==> config.mk <==
export PLATFORM = sky130hd
export DESIGN_NAME = spi_slave
export DESIGN_NICKNAME = d
export VERILOG_FILES = /design/src/rtl/spi_slave.sv
export SDC_FILE = /design/constraint.sdc
export NUM_CORES = 1
export LEC_CHECK = 0
export CELL_PAD_IN_SITES_DETAIL_PLACEMENT = 0
export CELL_PAD_IN_SITES_GLOBAL_PLACEMENT = 1
export CORE_UTILIZATION = 45
export CTS_BUF_LIST = sky130_fd_sc_hd__clkbuf_16
export DETAILED_ROUTE_END_ITERATION = 7
export GPL_TIMING_DRIVEN = 0
export PLACE_DENSITY = 0.82
export SLEW_MARGIN = 40
export SYNTH_ARGS = -nofsm -noshare
export SYNTH_HDL_FRONTEND = slang
export SYNTH_SLANG_ARGS = --single-unit
==> constraint.sdc <==
create_clock -name clk -period 4.1 [get_ports clk]
set_input_delay 0.82 -clock clk [delete_from_list [all_inputs] [get_ports clk]]
set_output_delay 0.82 -clock clk [all_outputs]
set_load 0.01 [all_outputs]
==> src/rtl/spi_slave.sv <==
// SPI mode-3 slave moving 128-bit frames, with the SPI inputs synchronized into clk.
// Define SPI_LSB_FIRST_EN to transmit and receive LSB first; the default order is MSB first.
`timescale 1ns/1ps

module spi_slave (
  input  logic         clk,
  input  logic         rst,
  input  logic         Cs,
  input  logic         DClk,
  input  logic         Rx,
  output logic         Tx,
  input  logic [127:0] Tx_packet,
  output logic         TxGetNext,
  output logic         PktComplete,
  output logic [127:0] rxedFrame
);

  // state     | meaning
  // ST_IDLE   | Cs high or not yet seen falling; waiting for a transaction
  // ST_ACTIVE | Cs low; frames are shifted on synchronized DClk edges
  typedef enum logic {ST_IDLE, ST_ACTIVE} state_t;

  state_t       r_state;
  state_t       w_state_nxt;

  logic         r_cs_s1, r_cs_s2, r_cs_d;
  logic         r_dclk_s1, r_dclk_s2, r_dclk_d;
  logic         r_rx_s1, r_rx_s2;

  logic [127:0] r_tx_shift;
  logic [127:0] r_rx_shift;
  logic [127:0] r_rxed_frame;
  logic [6:0]   r_bit_cnt;
  logic         r_reload;
  logic         r_get_next;
  logic         r_pkt_done;

  logic         w_cs_fall;
  logic         w_dclk_rise;
  logic         w_dclk_fall;
  logic         w_load;
  logic         w_abort;
  logic         w_rise;
  logic         w_fall;
  logic [127:0] w_rx_next;
  logic [127:0] w_tx_shifted;
  logic         w_tx_bit;

  // Cs and DClk reset high so that reset release looks like an idle bus.
  always_ff @(posedge clk or negedge rst) begin
    if (!rst) begin
      r_cs_s1   <= 1'b1;
      r_cs_s2   <= 1'b1;
      r_cs_d    <= 1'b1;
      r_dclk_s1 <= 1'b1;
      r_dclk_s2 <= 1'b1;
      r_dclk_d  <= 1'b1;
      r_rx_s1   <= 1'b0;
      r_rx_s2   <= 1'b0;
    end else begin
      r_cs_s1   <= Cs;
      r_cs_s2   <= r_cs_s1;
      r_cs_d    <= r_cs_s2;
      r_dclk_s1 <= DClk;
      r_dclk_s2 <= r_dclk_s1;
      r_dclk_d  <= r_dclk_s2;
      r_rx_s1   <= Rx;
      r_rx_s2   <= r_rx_s1;
    end
  end

  assign w_cs_fall   = ~r_cs_s2 & r_cs_d;
  assign w_dclk_rise = r_dclk_s2 & ~r_dclk_d;
  assign w_dclk_fall = ~r_dclk_s2 & r_dclk_d;

`ifdef SPI_LSB_FIRST_EN
  assign w_rx_next    = {r_rx_s2, r_rx_shift[127:1]};
  assign w_tx_shifted = {1'b0, r_tx_shift[127:1]};
  assign w_tx_bit     = r_tx_shift[0];
`else
  assign w_rx_next    = {r_rx_shift[126:0], r_rx_s2};
  assign w_tx_shifted = {r_tx_shift[126:0], 1'b0};
  assign w_tx_bit     = r_tx_shift[127];
`endif

  always_ff @(posedge clk or negedge rst) begin
    if (!rst) begin
      r_state <= ST_IDLE;
    end else begin
      r_state <= w_state_nxt;
    end
  end

  // DClk edges are only forwarded while Cs is low, so a Cs rise beats any coincident edge.
  always_comb begin
    w_state_nxt = r_state;
    w_load      = 1'b0;
    w_abort     = 1'b0;
    w_rise      = 1'b0;
    w_fall      = 1'b0;
    case (r_state)
      ST_IDLE: begin
        if (w_cs_fall) begin
          w_state_nxt = ST_ACTIVE;
          w_load      = 1'b1;
        end
      end
      ST_ACTIVE: begin
        if (r_cs_s2) begin
          w_state_nxt = ST_IDLE;
          w_abort     = 1'b1;
        end else begin
          w_rise = w_dclk_rise;
          w_fall = w_dclk_fall;
        end
      end
      default: w_state_nxt = ST_IDLE;
    endcase
  end

  always_ff @(posedge clk or negedge rst) begin
    if (!rst) begin
      r_tx_shift   <= '0;
      r_rx_shift   <= '0;
      r_rxed_frame <= '0;
      r_bit_cnt    <= '0;
      r_reload     <= 1'b0;
      r_get_next   <= 1'b0;
      r_pkt_done   <= 1'b0;
    end else begin
      r_get_next <= 1'b0;
      r_pkt_done <= 1'b0;
      if (w_abort) begin
        r_rx_shift <= '0;
        r_bit_cnt  <= '0;
        r_reload   <= 1'b0;
      end else if (w_load) begin
        r_tx_shift <= Tx_packet;
        r_rx_shift <= '0;
        r_bit_cnt  <= '0;
        r_reload   <= 1'b0;
        r_get_next <= 1'b1;
      end else begin
        if (w_rise) begin
          r_rx_shift <= w_rx_next;
          if (r_bit_cnt == 7'd127) begin
            r_rxed_frame <= w_rx_next;
            r_pkt_done   <= 1'b1;
            r_bit_cnt    <= '0;
            r_reload     <= 1'b1;
          end else begin
            r_bit_cnt <= r_bit_cnt + 7'd1;
          end
        end
        // The first fall of a transaction only exposes the bit already loaded.
        if (w_fall) begin
          if (r_reload) begin
            r_tx_shift <= Tx_packet;
            r_get_next <= 1'b1;
            r_reload   <= 1'b0;
          end else if (r_bit_cnt != 7'd0) begin
            r_tx_shift <= w_tx_shifted;
          end
        end
      end
    end
  end

  assign Tx          = ~r_cs_s2 & w_tx_bit;
  assign TxGetNext   = r_get_next;
  assign PktComplete = r_pkt_done;
  assign rxedFrame   = r_rxed_frame;

endmodule

[Yosys cells after proc, flatten, opt, wreduce, memory -nomap -nowiden]
Index checks and enable logic that the tools add are counted.
Storage, ports and cells
  flip-flop bits (word level): 402
  input bits: 133
  output and inout port bits: 131
  logic and storage cells: 69
Operators by class
  $add $sub $neg: 1
  eq/ne operators: 1
  multiplexer cells: 35
  bitwise gates (word level): 10
  reductions and logical operators: 6
Operators with widths (count)
  128-bit two-way mux: 4
  127-bit two-way mux: 3
  7-bit two-way mux: 4
  1-bit two-way mux: 23
  7-bit by 1-bit adder with 7-bit output, second input constant: 1
  7-bit == test, second input constant: 1
  7-bit nonzero test: 1
  1-bit inverter: 6
  3-bit nonzero test: 2
  1-bit bitwise AND: 4
  4-bit AND reduction: 1
  3-bit AND reduction: 1
  1-bit case mux with 2 select lines: 1
  2-bit nonzero test: 1

[Logic depth before layout (Yosys ltp)]
  depth after elaboration: 9
  mapped depth: 9
  gate-level depth less buffers: 6

[Least setup slack after synthesis]
No wires, ideal clock.
  path type: flip-flop to flip-flop
  from: register r_dclk_s2
  to: register r_rxed_frame[113] (netlist: rxedFrame[113])
  setup time: 0.125 ns
  data arrival time: 1.851 ns
  required time: 3.975 ns
  setup slack: 2.124 ns
  cell stages (with the launch flop): 8
  path buffers: 4
  period minus slack after synthesis: 1.976 ns
  path through: dfstp_2 -> nor4bb_1 -> buf_2 -> and4_1 -> buf_2 -> buf_6 -> buf_6 -> mux2_2
On the way
  longest elaborated chain between the ends: 4
RTL lines
  start: declaration: line 27  | logic r_dclk_s1, r_dclk_s2, r_dclk_d;
  start signal: assignment: line 65  | r_dclk_s2 <= r_dclk_s1;
  1-bit bitwise AND: line 73  | assign w_dclk_rise = r_dclk_s2 & ~r_dclk_d;
  1-bit two-way mux: line 109  | if (r_cs_s2) begin
  1-bit two-way mux: line 101  | case (r_state)
  4-bit AND reduction (no line)
  end signal: assignment: line 147  | r_rxed_frame <= w_rx_next;
  end: declaration: line 32  | logic [127:0] r_rxed_frame;
No other way between the ends.
A chain may end at the register's enable or synchronous reset.

[Worst setup path after layout]
  from: register r_cs_s2
  to: output Tx
On the way
  longest elaborated chain between the ends: 2
RTL lines
  start: declaration: line 26  | logic r_cs_s1, r_cs_s2, r_cs_d;
  start signal: assignment: line 62  | r_cs_s2 <= r_cs_s1;
  1-bit inverter: line 169  | assign Tx = ~r_cs_s2 & w_tx_bit;
  1-bit bitwise AND: line 169
  end: declaration: line 11  | output logic Tx,
No other way between the ends.

==> results.md <==
- Crit path required time: 3280 ps
- Die height: 187.1 µm
- Sequential cell area fraction in the yosys report: 65.27%
- RSZ-0062 raised after global routing: false
- Final clock skew: 20.55 ps
- Initial Util: 45.88%
- Setup Viol. Count Final: 0
- Min Hold Slack: 216.0 ps
- Die footprint: 35,020 µm²
- Peak VDD IR: 0.0003179 V
- GRT overflow: 0
- Mapped Cells: 1,069
- Post-layout nets: 1,517
- Pwr dens: 465.4 nW/µm²
- R2R Path Start: r_cs_d
- Post-CTS Resized: 0
- Placer Congestion: 0.7770
- Setup crit start: r_cs_s2
- Largest net degree at the start of global routing: 79
- Post-route ant nets: 0
- CTS sink cnt: 402
- Hold Buf Count CTS: 0
- CP arrival: 1750 ps
- CTS clock-pin slew for the worst setup and hold paths: 60 ps
- Longest Clk Path Bufs: 3
- Leakage dissipation: 9.019 nW
- Postcts setup bufs: 0
- Pre-Repair DR Iteration Count: 5
- Run status: finished, final reports clean
- Routed length per placed instance: 19.12 µm
- Die width: 187.1 µm
- First-pass GRT wire length: 58,030 µm
- Cell Area, Synth: 15,420 µm²
- Slew @ Worst Pin: 709.4 ps
- #FFs+latches synth: 402
- Synth top area share: 64.25%
- Metal2 WL: 15,720 µm
- Yosys cell types: 38
- IO buf count: 263
- HPWL Detailed: 23,410 µm
- DR top layer: met5
- CP peak stage delay: 610 ps
- Max Clock Freq: 0.3893 GHz
- Post-synth top area cell: dfrtp_1
- Critical Path Sink Type: output port
- Worst Path Max Fanout: 9
- DRC errors left: 0
- Critical path class: flip-flop to output port
- Layout cells sized above 1: 15.66%
- Setup crit start kind: flip-flop
- Max-slew headroom: 52.71%
- Core Area: 33,620 µm²
- Worst hold-check path type: input pin to async pin
- Commonest non-fill, non-tap cell in the layout: dfrtp_1
- Vias: 10,340
- H-tree depth: 2
- DR vias/cell: 5.559
- Net Count, Synth: 1,204
- Routed met1 length: 15,900 µm
- Worst-skew pair later-pin latency: 550 ps
- CP Cell Sequence: nor2b_1 > clkdlybuf4s50_1
- Total Power: 9.329 mW
- Most frequent cells in the layout: 396 x dfrtp_1, 262 x clkdlybuf4s50_1, 128 x o22ai_1
- Initial antenna violation count: 3
- Top cells by area, synth: dfrtp_1 64%, mux2_2 7.5%, a22o_1 7.2%
- Period Utilization, post-route: 62.65%
- Vias in the first global route: 10,830
- I/O Pins: 264
- Root buffer cell: clkbuf_16
- Fin crit period: 2568 ps
- Synth Warn #: 0
- Gr usage total: 20.37%
- Final hold vios: 0
- Cts bufs inserted: 43
- CP max-delay cell: dfstp_2
- Met3 routed WL: 3282 µm
- Max Cap Viol: 0
- Num rows: 67
- Routed Wire Length: 35,560 µm
- CTS tree: done
- Max-slew violation count: 0
- Syn Area/Cell: 14.43 µm²
- Starting DRC count in detailed routing: 513
- Synth-to-layout area growth: 29.97%
==> area by class of cell <==
type | instances | area (µm²)
Clock buffer | 43 | 1076
Buffer | 100 | 528.0
Multi-Input combinational cell | 562 | 4810
Inverter | 5 | 18.77
Antenna cell | 1 | 2.502
Timing Repair Buffer | 268 | 2775
Clock inverter | 31 | 209.0
Fill cell | 2697 | 13570
Sequential cell | 402 | 10070
Tap cell | 448 | 560.5
==> kinds of logic (layout without fill, tap and decap cells) <==
kind of cell,Yosys count,count (layout),share of synthesized area [%]
flip-flops,402,402,65.27
AO/OA/AOI/OAI,393,393,20.16
multiplexers,128,128,9.345
buffers and inverters,105,447,3.545
AND/OR/NAND/NOR,36,36,1.347
XOR/XNOR,3,3,0.1704
adder cells (fa/ha/maj),2,2,0.1622
other,0,1,0
==> final timing paths <==
path | to | slack [ps] | cells past startpoint
setup / recovery | Tx | 1530 | 2
setup reg to reg | r_tx_shift[41] | 1690 | 5
max in group asynchronous | r_cs_s1 | 2800 | 3
hold / removal | r_tx_shift[57] | 220 | 1
min in group clk | r_rx_s2 | 350 | 0
hold reg to reg | r_rx_s2 | 350 | 0
==> layer usage <==
layer	vias up	track usage [%]
met2	313	30.63
li1	4753	-
met5	-	0
met3	55	7.674
met1	5214	27.71
met4	4	5.422
==> state kept, by name (all words and copies together), names as in the netlist, 7 cells and up <==
name	flops
r_bit_cnt	7
r_rx_shift	127
rxedFrame	128
r_tx_shift	128
==> synthesized netlist by cell type (all sizes together) <==
cell       n
nand2      6
dfrtp    396
o2bb2ai    1
buf       54
xor2       3
a22o     127
nor2b      4
inv        5
clkbuf    46
nor2       8
nand4      1
or4        1
or3        1
nor3       1
dfstp      6
o21ai      4
a31oi      2
a21boi     1
mux2     128
nor4bb     1
a21oi      1
and4       2
o211ai     2
a2bb2oi  127
ha         2
or3b       1
and2       2
o22ai    128
nand4bb    1
nand3      4
nand2b     3
==> power breakdown <==
part	total, mW	switching [mW]	internal [mW]
clock	3.57	1.54	2.03
combinational	1.02	0.407	0.609
sequential	4.74	0.285	4.46
total	9.33	2.23	7.10
==> metrics by stage <==
stage	setup WS, ps	TNS (ps)	instance area (µm²)	utilization [%]	instances
2_1_floorplan	2124	0	15420	-	1069
3_3_place_gp	-15120	-6030500	18620	55.38	1780
3_5_place_dp	1744	0	18760	55.80	1785
4_1_cts	1472	0	20040	59.63	1859
5_1_grt	1444	0	20040	59.63	1859
6_report	1532	0	20050	59.63	1860
==> critical path: cells and delay by family, from the launching register on <==
family / cells / cell delay (ps)
buf+inv: 1 / 530
flops: 1 / 610
simple gates: 1 / 70
No activity file was read; power rests on OpenSTA's default activity.
